File: src/rtl/game_fsm.sv
// Game-flow controller: cover -> play -> success/game-over, with life/bomb accounting.
// Optional GAME_FSM_GODMODE_EN: collisions still flash HIT but never cost a life.
module game_fsm #(
  parameter int unsigned INIT_LIFE     = 3,
  parameter int unsigned INIT_BOMB     = 3,
  parameter int unsigned INVULN_CYCLES = 50_000_000,
  parameter int unsigned BOMB_CYCLES   = 50_000_000
) (
  input  logic       clk,
  input  logic       hard_reset,
  input  logic       enter,
  input  logic       bomb,
  input  logic       collision,
  input  logic       die,
  output logic [3:0] num_life,
  output logic [3:0] num_bomb,
  output logic [3:0] game_state,
  output logic       game_en,
  output logic       game_reset
);

  typedef enum logic [3:0] {
    StCover    = 4'b0001,
    StPlay     = 4'b0010,
    StBomb     = 4'b0011,
    StHit      = 4'b0100,
    StSuccess  = 4'b1000,
    StGameover = 4'b1001
  } state_e;

  state_e      state_q, state_d;
  logic [3:0]  life_q, life_d;
  logic [3:0]  bombs_q, bombs_d;
  logic [31:0] timer_q, timer_d;
  logic        enter_q, bomb_q;
  logic        reset_q, reset_d;
  logic        enter_rise, bomb_rise;

  assign enter_rise = enter & ~enter_q;
  assign bomb_rise  = bomb & ~bomb_q;

  always_comb begin
    state_d = state_q;
    life_d  = life_q;
    bombs_d = bombs_q;
    timer_d = timer_q;
    reset_d = 1'b0;
    case (state_q)
      StCover: begin
        if (enter_rise) begin
          life_d  = 4'(INIT_LIFE);
          bombs_d = 4'(INIT_BOMB);
          state_d = StPlay;
          reset_d = 1'b1;
        end
      end
      StPlay: begin
        if (die) begin
          state_d = StSuccess;
        end else if (collision) begin
`ifdef GAME_FSM_GODMODE_EN
          state_d = StHit;
          timer_d = '0;
`else
          if (life_q <= 4'd1) begin
            life_d  = 4'd0;
            state_d = StGameover;
          end else begin
            life_d  = life_q - 4'd1;
            state_d = StHit;
            timer_d = '0;
          end
`endif
        end else if (bomb_rise && (bombs_q != 4'd0)) begin
          bombs_d = bombs_q - 4'd1;
          state_d = StBomb;
          timer_d = '0;
        end
      end
      StHit: begin
        timer_d = timer_q + 32'd1;
        if (die) begin
          state_d = StSuccess;
        end else if (timer_q == INVULN_CYCLES - 1) begin
          state_d = StPlay;
        end
      end
      StBomb: begin
        timer_d = timer_q + 32'd1;
        if (die) begin
          state_d = StSuccess;
        end else if (timer_q == BOMB_CYCLES - 1) begin
          state_d = StPlay;
        end
      end
      StSuccess, StGameover: begin
        // Counters stay frozen here; they are reloaded on the next start from cover.
        if (enter_rise) state_d = StCover;
      end
      default: state_d = StCover;
    endcase
  end

  always_ff @(posedge clk) begin
    if (hard_reset) begin
      state_q <= StCover;
      life_q  <= 4'(INIT_LIFE);
      bombs_q <= 4'(INIT_BOMB);
      timer_q <= '0;
      reset_q <= 1'b0;
      // Keys held through reset must not register as a press.
      enter_q <= 1'b1;
      bomb_q  <= 1'b1;
    end else begin
      state_q <= state_d;
      life_q  <= life_d;
      bombs_q <= bombs_d;
      timer_q <= timer_d;
      reset_q <= reset_d;
      enter_q <= enter;
      bomb_q  <= bomb;
    end
  end

  assign num_life   = life_q;
  assign num_bomb   = bombs_q;
  assign game_state = state_q;
  assign game_en    = (state_q == StPlay) || (state_q == StBomb) || (state_q == StHit);
  assign game_reset = reset_q;

endmodule

File: config.mk
export PLATFORM = sky130hd
export DESIGN_NAME = game_fsm
export DESIGN_NICKNAME = d
export VERILOG_FILES = /design/src/rtl/game_fsm.sv
export SDC_FILE = /design/constraint.sdc
export NUM_CORES = 1
export LEC_CHECK = 0
export CAP_MARGIN = 20
export CORE_MARGIN = 3
export CORE_UTILIZATION = 40
export CTS_CLUSTER_DIAMETER = 150
export DETAILED_ROUTE_END_ITERATION = 6
export GPL_ROUTABILITY_DRIVEN = 0
export PLACE_DENSITY = 0.71
export SLEW_MARGIN = 10
export SYNTH_ARGS = -nofsm -noshare
export SYNTH_HDL_FRONTEND = slang
export SYNTH_SLANG_ARGS = --single-unit
File: constraint.sdc
create_clock -name clk -period 2.3 [get_ports clk]
set_clock_uncertainty 0.15 [all_clocks]
set_input_delay 0.345 -clock clk [delete_from_list [all_inputs] [get_ports clk]]
set_output_delay 0.345 -clock clk [all_outputs]
set_load 0.02 [all_outputs]
==> flow_summary.ini <==
[worst_setup_path]
critPathKind = reg2reg
worstPathCellList = buf_4 > inv_1 > and4_1 > o31ai_4 > buf_12 > or4_4 > a21oi_2
crit_fanout = 17
cp_top_family = simple AND/OR/NAND/NOR gates
crit_buf_inv = 3
cpPeakStageDelay_ns = 0.51
arrival_ns = 2.40
slowest_stage = or4_4
crit-reg2reg-launch = game_state[3]
reg2reg_slack_ns = -0.008
worstSetupEndpointType = register
r2r-end = timer_q[15]
r2r_cells = 7
required_ns = 2.39
cp-start-kind = register

[die]
die_y_um = 87.2
fp.dieArea_um2 = 7610
core_area_um2 = 6170
io-pin-count = 20
die_width_um = 87.2
rows = 28
start_util_pct = 42.8

[power_and_ir_drop]
power_density_nw_per_um2 = 604
power_frac_comb_pct = 39.3
p_clk_share_pct = 21.3
power_frac_seq_pct = 39.4
ir_drop_mv = 0.428
power.total_w = 0.00226
p_int_w = 0.00152
swShare_pct = 33.1
power.switching_w = 0.000749
p_leak_nw = 1.34

[routing]
ant_nets = 0
vias = 2801
drtIter0Drc = 273
drcViolationCount = 0
drtPass1Iterations = 5
wl_mm = 7.66
via_per_inst = 5.99
avgRoutedWirePerCell_um = 16.4

[clocking]
cts_buffers = 5
cts_tree = yes
ctsHoldBuffers = 0
root_buffer = clkbuf_8
path_clk_slew_ns = 0.09
clockBufferDepth = 2
cts-htree-levels = 2
cts_num_sinks = 47
clk_latency_ns = 0.30

[global_routing]
overflow = 0
antenna_found_initial = 0
grt_start_max_net_pins = 18
grt_use_total_pct = 18.4
grt_pass1_wl_mm = 11.3
grt_pass1_vias = 2401

[logic_synthesis]
async_flop_share_pct = 0
avgSynthCellArea_um2 = 8.48
synth_edf_count = 0
synthesis.area_um2 = 2640
synthDistinctLibCells = 60
ys_warn_count = 0
syn_inst = 311
dominantRegCellSynth = dfxtp_1
synth-seq-cells = 47
ys_seq_area_share_pct = 35.7
synthesis.nets = 322

[place]
post-place-ws_ns = -0.209
dp.cells = 433
dp_hpwl_mm = 4.74
place_area_um2 = 3270
io_buffers = 19

[hold_path]
min_path_cells = 2
hp-start = timer_q[17]
hold_class = reg2reg
hold_end = timer_q[17]

[timing]
setup_viol = 1
post-route-min-period_ns = 2.31
fin_ws_ns = -0.00834
slew_violations = 0
rsz0062_at_grt = yes
hold_viol_final = 0
fin_crit_sh_pct = 100
relSlewSlack_pct = 64.0
worst_pin_slew_ns = 0.532
max_freq_mhz = 433

[cells_and_area]
area_growth_pct = 42.0
layout.nets = 404
layout_common_cells = buf_4 (57), dfxtp_1 (41), nand2_1 (22)
stdcell_count = 468
drive_gt1_share_pct = 33.6
final_common_cell = buf_4
final_core_util_pct = 60.8
antenna_cells = 0
n_fill_cell = 486
fin_area_um2 = 3750

[run_status]
violations = setup timing
status = complete, but fails checks

[flow_run]
drv_cap = 0
tightest hold or removal path, delay by kind of cell, from the launching register on:
kind | cells | cell delay (ns)
AOI/OAI and AO/OA | 2 | 0.13
DFF | 1 | 0.34
kinds of logic after synthesis:
| family | after synthesis | share of synthesized area [%] |
|---|---|---|
| buffers and inverters | 29 | 5.07 |
| multiplexers | 4 | 1.56 |
| XOR/XNOR | 4 | 1.33 |
| adder cells (fa/ha/maj) | 5 | 2.37 |
| AND/OR/NAND/NOR | 129 | 29.9 |
| flip-flops | 47 | 35.7 |
| AO/OA/AOI/OAI | 93 | 24.1 |
sequential cells by signal (all words and copies together), names as in the netlist:
| register | cells |
|---|---|
| timer_q | 32 |
| game_state | 4 |
| num_bomb | 4 |
| num_life | 4 |
| bomb_q | 1 |
| enter_q | 1 |
| game_reset | 1 |
metal layers:
| metal | wire, um | track usage, % | up-vias |
|---|---|---|---|
| li1 | - | - | 1371 |
| met1 | 3440 | 26.2 | 1328 |
| met2 | 3770 | 28.8 | 93 |
| met3 | 387 | 3.31 | 9 |
| met4 | 69 | 4.04 | 0 |
| met5 | 0 | 0 | - |
cell usage after synthesis (2+ instances only):
cell        n  share of area, %
ha_1        5               2.4
or3_1       8               1.9
o311ai_2    2               1.2
o21ai_0    13               2.5
or2_2       3              0.71
a22oi_1     2              0.57
nand2_1    22               3.1
nor3_1     12               2.3
or4_1      20               5.7
o2bb2ai_1   2              0.66
nand4_1     7               1.7
nor2_1     16               2.3
o31ai_1    21               6.0
nand3_1     9               1.7
xor2_1      2              0.66
a21oi_1    31               5.9
nand2_2     2              0.47
dfxtp_1    47                36
o211ai_1    4               1.1
inv_1      11               1.6
and3_1      2              0.47
and4_1      5               1.7
o31a_1      2              0.66
nor2b_1     3              0.71
mux2i_1     3               1.1
buf_2      10               1.9
nor4_1      4              0.95
nand2b_1    2              0.47
nand4_2     2              0.95
nor4b_1     3               1.0
xnor2_1     2              0.66
buf_4       3              0.85
clkbuf_1    4              0.57
stage by stage:
stage | TNS [ns] | hold slack, ns
after floorplan | -0.0336 | 0.299
after global placement | -1.05 | 0.313
after detailed placement | -2.08 | 0.335
after CTS | -0.0206 | 0.348
after global routing | -0.521 | 0.375
final | -0.00834 | 0.353
repair_timing:
| item | in CTS | in global routing |
|---|---|---|
| gates cloned | 1 | 3 |
| setup endpoints to repair | 13 | 32 |
| setup buffers | 1 | 23 |
| pin swaps | 1 | 18 |
| gates resized for setup | 6 | 40 |
power groups by stage:
stage	clock network (W)	logic [W]	registers [W]
2_1_floorplan	0	0.000360	0.000937
3_3_place_gp	0	0.000657	0.000899
3_5_place_dp	0	0.000669	0.000900
4_1_cts	0.000483	0.000684	0.000882
5_1_grt	0.000523	0.000948	0.000896
6_report	0.000482	0.000891	0.000892
how the worst max path moves through the flow:
stage	depth (start not counted)	from	slack [ns]	to
floorplan	8	num_bomb[1]	-0.03	timer_q[15]
global placement	6	collision	-0.13	timer_q[10]
detailed placement	6	collision	-0.21	timer_q[10]
CTS	9	num_bomb[1]	-0.02	timer_q[15]
global route	9	num_bomb[1]	-0.06	timer_q[15]
finish	7	game_state[3]	-0.008	timer_q[15]
cell type report:
class / instances / area, um2 / share of cell area (%)
repair buffers: 90 / 811 / 21.6
inverters: 11 / 46.3 / 1.24
clock buffers: 7 / 76.3 / 2.04
flip-flops and latches: 47 / 953 / 25.4
multi-input cells: 238 / 1770 / 47.1
well taps: 75 / 93.8 / 2.50
Power figures use the tool's default switching activity.
